File: config.mk
export PLATFORM = sky130hd
export DESIGN_NAME = apb_uart_rx_poller
export DESIGN_NICKNAME = d
export VERILOG_FILES = /design/src/rtl/apb_uart_pkg.sv /design/src/rtl/apb_master_xfer.sv /design/src/rtl/apb_uart_rx_poller.sv
export SDC_FILE = /design/constraint.sdc
export NUM_CORES = 1
export LEC_CHECK = 0
export BUFFER_PORTS_ARGS = -buffer_cell sky130_fd_sc_hd__buf_4
export CELL_PAD_IN_SITES_DETAIL_PLACEMENT = 1
export CELL_PAD_IN_SITES_GLOBAL_PLACEMENT = 1
export CORE_MARGIN = 4
export CORE_UTILIZATION = 43
export CTS_CLUSTER_SIZE = 24
export DETAILED_ROUTE_END_ITERATION = 16
export PLACE_DENSITY_LB_ADDON = 0.1
export SLEW_MARGIN = 30
export SYNTH_ARGS = -nofsm -noshare
export SYNTH_HDL_FRONTEND = slang
export SYNTH_SLANG_ARGS = --single-unit
export TNS_END_PERCENT = 20
File: constraint.sdc
create_clock -name clk -period 3.1 [get_ports clk]
set_input_delay 0.62 -clock clk [delete_from_list [all_inputs] [get_ports clk]]
set_output_delay 0.62 -clock clk [all_outputs]
set_load 0.005 [all_outputs]
File: src/rtl/apb_uart_pkg.sv
// apb_uart_pkg: register map, poller states and data-size mask for the apb_uart_rx poller
package apb_uart_pkg;
  localparam logic [2:0] ADDR_DATA_SR  = 3'd0;
  localparam logic [2:0] ADDR_ERROR_SR = 3'd1;
  localparam logic [2:0] ADDR_BIT_CR0  = 3'd2;
  localparam logic [2:0] ADDR_BIT_CR1  = 3'd3;
  localparam logic [2:0] ADDR_DATA_CR  = 3'd4;
  localparam logic [2:0] ADDR_RX_DATA  = 3'd6;
  typedef enum logic [3:0] {
    IDLE, WR_CR0, WR_CR1, WR_DCR, POLL, RD_ERR, RD_DATA, DELIVER, GAP
  } poller_state_t;
  // out-of-range sizes (0, >8) behave as a full 8-bit frame
  function automatic logic [7:0] data_mask(input logic [3:0] size);
    logic [3:0] n;
    n = (size == 4'd0 || size > 4'd8) ? 4'd8 : size;
    return 8'hFF >> (4'd8 - n);
  endfunction
endpackage

File: src/rtl/apb_master_xfer.sv
// apb_master_xfer: single two-cycle APB transfer engine with registered done/rdata/err
module apb_master_xfer (
  input  logic       clk,
  input  logic       n_rst,
  input  logic       start,
  input  logic       write,
  input  logic [2:0] addr,
  input  logic [7:0] wdata,
  output logic       psel,
  output logic [2:0] paddr,
  output logic       penable,
  output logic       pwrite,
  output logic [7:0] pwdata,
  input  logic [7:0] prdata,
  input  logic       pslverr,
  output logic       done,
  output logic [7:0] rdata,
  output logic       err
);
  // done lands one cycle after ACCESS, which also provides the idle cycle between transfers
  always_ff @(posedge clk or negedge n_rst) begin
    if (!n_rst) begin
      psel    <= 1'b0;
      penable <= 1'b0;
      pwrite  <= 1'b0;
      paddr   <= 3'd0;
      pwdata  <= 8'h00;
      done    <= 1'b0;
      err     <= 1'b0;
      rdata   <= 8'h00;
    end else begin
      done <= psel && penable;
      err  <= psel && penable && pslverr;
      if (psel && penable) rdata <= prdata;
      if (start && !psel) begin
        psel    <= 1'b1;
        penable <= 1'b0;
        pwrite  <= write;
        paddr   <= addr;
        pwdata  <= wdata;
      end else if (psel && !penable) begin
        penable <= 1'b1;
      end else if (psel && penable) begin
        psel    <= 1'b0;
        penable <= 1'b0;
      end
    end
  end
endmodule

File: src/rtl/apb_uart_rx_poller.sv
// apb_uart_rx_poller: configures apb_uart_rx over APB, polls it and streams received bytes
module apb_uart_rx_poller
  import apb_uart_pkg::*;
#(
  parameter int POLL_GAP = 4
) (
  input  logic        clk,
  input  logic        n_rst,
  input  logic        run,
  input  logic        cfg_start,
  input  logic [13:0] cfg_bit_period,
  input  logic [3:0]  cfg_data_size,
  input  logic        err_clear,
  output logic        psel,
  output logic [2:0]  paddr,
  output logic        penable,
  output logic        pwrite,
  output logic [7:0]  pwdata,
  input  logic [7:0]  prdata,
  input  logic        pslverr,
  output logic        rx_valid,
  output logic [7:0]  rx_byte,
  input  logic        rx_ready,
  output logic [1:0]  err_flags,
  output logic        bus_fault,
  output logic        busy
);
  poller_state_t state, next_state;
  logic [5:0] period_hi;
  logic [3:0] size_q;
  logic [7:0] gap_cnt;
  logic       xfer_start, xfer_write, xfer_done, xfer_err;
  logic [2:0] xfer_addr;
  logic [7:0] xfer_wdata, xfer_rdata;
  logic       hs;
  assign hs   = rx_valid && rx_ready;
  assign busy = state != IDLE;
  apb_master_xfer u_xfer (
    .clk(clk), .n_rst(n_rst), .start(xfer_start), .write(xfer_write),
    .addr(xfer_addr), .wdata(xfer_wdata), .psel(psel), .paddr(paddr),
    .penable(penable), .pwrite(pwrite), .pwdata(pwdata), .prdata(prdata),
    .pslverr(pslverr), .done(xfer_done), .rdata(xfer_rdata), .err(xfer_err)
  );
  always_ff @(posedge clk or negedge n_rst) begin
    if (!n_rst) state <= IDLE;
    else state <= next_state;
  end
  always_comb begin
    next_state = state;
    if (xfer_done && xfer_err) next_state = IDLE;
    else begin
      case (state)
        IDLE:    if (cfg_start) next_state = WR_CR0;
        WR_CR0:  if (xfer_done) next_state = WR_CR1;
        WR_CR1:  if (xfer_done) next_state = WR_DCR;
        WR_DCR:  if (xfer_done) next_state = run ? POLL : IDLE;
        POLL:    if (xfer_done) next_state = !run ? IDLE : xfer_rdata[0] ? RD_ERR : GAP;
        RD_ERR:  if (xfer_done) next_state = run ? RD_DATA : IDLE;
        RD_DATA: if (xfer_done) next_state = DELIVER;
        DELIVER: if (hs) next_state = run ? POLL : IDLE;
        GAP:     next_state = !run ? IDLE : (gap_cnt == 8'(POLL_GAP - 1)) ? POLL : GAP;
        default: next_state = IDLE;
      endcase
    end
  end
  // a transfer is requested on the edge that enters a bus state, so SETUP follows immediately
  always_comb begin
    xfer_start = (next_state != state) &&
                 (next_state inside {WR_CR0, WR_CR1, WR_DCR, POLL, RD_ERR, RD_DATA});
    xfer_write = next_state inside {WR_CR0, WR_CR1, WR_DCR};
    xfer_addr  = next_state == WR_CR0  ? ADDR_BIT_CR0  :
                 next_state == WR_CR1  ? ADDR_BIT_CR1  :
                 next_state == WR_DCR  ? ADDR_DATA_CR  :
                 next_state == RD_ERR  ? ADDR_ERROR_SR :
                 next_state == RD_DATA ? ADDR_RX_DATA  : ADDR_DATA_SR;
    xfer_wdata = next_state == WR_CR0 ? cfg_bit_period[7:0] :
                 next_state == WR_CR1 ? {2'b00, period_hi} :
                 next_state == WR_DCR ? {4'b0000, size_q} : 8'h00;
  end
  always_ff @(posedge clk or negedge n_rst) begin
    if (!n_rst) begin
      period_hi <= 6'd0;
      size_q    <= 4'd0;
      gap_cnt   <= 8'd0;
      rx_valid  <= 1'b0;
      rx_byte   <= 8'h00;
      err_flags <= 2'b00;
      bus_fault <= 1'b0;
    end else begin
      if (state == IDLE && cfg_start) begin
        period_hi <= cfg_bit_period[13:8];
        size_q    <= cfg_data_size;
      end
      gap_cnt <= (state == GAP) ? gap_cnt + 8'd1 : 8'd0;
      if (state == RD_DATA && xfer_done && !xfer_err) begin
        rx_byte  <= xfer_rdata & data_mask(size_q);
        rx_valid <= 1'b1;
      end else if (hs) begin
        rx_valid <= 1'b0;
      end
      err_flags <= (err_clear ? 2'b00 : err_flags) |
                   ((state == RD_ERR && xfer_done && !xfer_err) ? xfer_rdata[1:0] : 2'b00);
      bus_fault <= (bus_fault && !err_clear) || (xfer_done && xfer_err);
    end
  end
endmodule

==> run summary <==
Status -> completed
CTS H-Tree Depth -> 3
Max-slew violation count -> 0
Unrepaired setup endpoints after global routing -> false
Mapped cell area -> 2950 µm²
Crit-path max FO -> 14
DR DRC count -> 0
Yosys warning total -> 0
Critical path launch point type -> register
Worst R2R End -> u_xfer.pwdata[4]
TritonCTS Buffers -> 9
Fraction of registers with async set/reset -> 100%
Final hold slack -> 0.320 ns
Total gr overflow -> 0
DRT iter0 DRCs -> 87
Min-delay worst type -> primary input to asynchronous set/reset pin
Worst setup EP type -> register
Register area share after synthesis -> 49.2%
Synth Flop Type -> dfrtp_1
Routability congestion estimate -> 0.818
Ports -> 60
Min Clock Period, post-route -> 2.77 ns
Commonest non-fill, non-tap cell in the layout -> buf_4
Worst r2r src -> state[1]
Post-synthesis cell count -> 261
Crit path required time -> 3.31 ns
Post-CTS Repair Setup Buffers -> 0
TritonCTS Sinks -> 58
Final ANT Viol Nets -> 0
Leakage -> 1.75 nW
Routed len/inst -> 17.9 µm
Via count -> 2228
Slew Limit Headroom -> 45.2%
Ant diodes -> 0
Die ar. -> 8260 µm²
Top-area cell type share of the netlist area -> 49.2%
Via density per instance -> 5.49
Syn Nets -> 299
Vias in the first global route -> 2361
Fmax achieved -> 361 MHz
Final Hold Viols -> 0
Fin Setup TNS -> 0 ns
Initial Util -> 45.5%
Commonest non-fill, non-tap cells in the layout -> buf_4 (62), dfrtp_1 (58), mux2_2 (23)
Seq cells post-synth -> 58
Max-cap viol count -> 0
Antenna violations before repair -> 0
Total Nets Final -> 362
TritonCTS clock tree -> done
Post-detail-place hpwl -> 5110 µm
Clk_skew -> 0.0108 ns
Reg2Reg Depth -> 7
Global-route wire length before repair -> 11800 µm
Synthesis-to-finish area growth -> 25.2%
Worst reg-to-reg setup slack -> 0.33 ns
Initial DRT Pass Iterations -> 4
Setup Crit Path Kind -> register to register
Die W -> 90.9 µm
Worst EP arrival -> 2.98 ns
Share of cells above drive strength 1 -> 35.3%
Clk_lat worst skew -> 0.34 ns
Largest net degree at the start of global routing -> 59
Synth cell types -> 53
Core box area -> 6490 µm²
Power per cell area -> 1050 nW/µm²
Root buffer cell -> clkbuf_8
Slew @ Worst Pin -> 0.815 ns
Peak supply drop -> 0.000496 V
Die H -> 90.9 µm
Port Buffers -> 59
Fin crit share -> 89.4%
Post-Route WL -> 7250 µm
Setup-failing EPs final -> 0
Tot GR Track Use -> 18.2%
EDFF count, synth -> 0
Clk buf depth -> 2
Register clock-pin slew on the reported worst setup and hold paths -> 0.07 ns
Avg Inst Size Synth -> 11.3 µm²
Cell accounting for the most synthesized area -> dfrtp_1
Rows -> 29
Dominant cells by area after synthesis -> dfrtp_1 (49%), mux2_2 (8.8%), nand2_1 (2.8%), mux2_4 (2.5%), o21ai_0 (2.5%)
-- synthesized netlist by cell type (all sizes together), types with 3 or more instances --
cell / number
a21oi: 4
dfrtp: 58
clkbuf: 4
inv: 13
xor2: 7
nor3: 4
o2bb2ai: 4
o21a: 3
and2: 4
nand3: 12
nor2: 12
nand2b: 11
a22o: 3
mux2i: 5
mux2: 28
nand2: 23
and3: 6
buf: 6
a32o: 4
o21ai: 15
ha: 5
-- report_power, final --
part / internal (mW) / total [mW] / switching (mW)
Sequential: 1.03 / 1.30 / 0.268
Combinational: 0.901 / 1.73 / 0.826
Clock: 0.558 / 0.866 / 0.308
Total: 2.49 / 3.89 / 1.40
-- through the flow --
| step | cells | worst slack [ns] | util [%] | cell area, µm² | power [mW] |
|---|---|---|---|---|---|
| 2_1_floorplan | 261 | 0.626 | - | 2950 | 2.52 |
| 3_3_place_gp | 390 | 0.225 | 53.0 | 3440 | 2.95 |
| 3_5_place_dp | 390 | 0.189 | 53.0 | 3440 | 3.00 |
| 4_1_cts | 406 | 0.147 | 56.8 | 3690 | 3.91 |
| 5_1_grt | 406 | 0.159 | 56.9 | 3700 | 4.16 |
| 6_report | 406 | 0.330 | 56.9 | 3700 | 3.89 |
-- worst max-delay path, cell delays in order, from the launching register on --
cell	delay (ns)
dfrtp_1	0.58
nor3_4	0.39
o21a_1	0.29
nand2_1	0.12
mux2i_1	0.22
and3_1	0.23
a2bb2oi_4	0.41
mux2_2	0.40
-- state kept, by name (all words and copies together) (netlist names), 2 cells and up --
register / cells
u_xfer.rdata: 8
err_flags: 2
state: 4
period_hi: 6
gap_cnt: 8
rx_byte: 8
u_xfer.paddr: 3
size_q: 4
u_xfer.pwdata: 8
-- kinds of logic (layout without fill, tap and decap cells) --
kind of cell / after synthesis / count (layout) / synth area share (%)
multiplexers: 33 / 33 / 13.0
AND/OR/NAND/NOR: 84 / 84 / 15.5
flip-flops: 58 / 58 / 49.2
adder cells (fa/ha/maj): 5 / 5 / 2.12
XOR/XNOR: 8 / 8 / 2.63
buffers and inverters: 23 / 91 / 4.11
AO/OA/AOI/OAI: 50 / 50 / 13.5
-- metal layers --
| layer | vias to the layer above | global-route usage, % | wire length [µm] |
|---|---|---|---|
| li1 | 1060 | - | - |
| met1 | 1106 | 22.9 | 3170 |
| met2 | 52 | 29.4 | 3660 |
| met3 | 10 | 6.00 | 324 |
| met4 | 0 | 5.90 | 95 |
| met5 | - | 0 | 0 |
-- how the worst max path moves through the flow --
stage	startpoint	to	slack (ns)
after detailed placement	state[1]	u_xfer.pwdata[3]	0.19
after global placement	rx_ready	u_xfer.pwdata[2]	0.23
after global routing	state[1]	u_xfer.pwdata[3]	0.16
final	state[1]	u_xfer.pwdata[4]	0.33
after floorplan	rx_ready	u_xfer.paddr[0]	0.63
after CTS	state[1]	u_xfer.pwdata[4]	0.15
-- area by class of cell --
cell class	count	area [µm²]
Multi-Input combinational cell	180	1390
Sequential cell	58	1450
Clock buffer	12	145
Inverter	13	48.8
Fill cell	700	2800
Timing Repair Buffer	62	465
Tap cell	77	96.3
Clock inverter	4	98.8
-- what timing repair did --
action | 4_1_cts | 5_1_grt
endpoints found under the setup margin | 0 | 4
endpoints found under the hold margin | 0 | 0
gates resized for setup | 0 | 1
hold buffers | 0 | 0
Power figures use the tool's default switching activity.
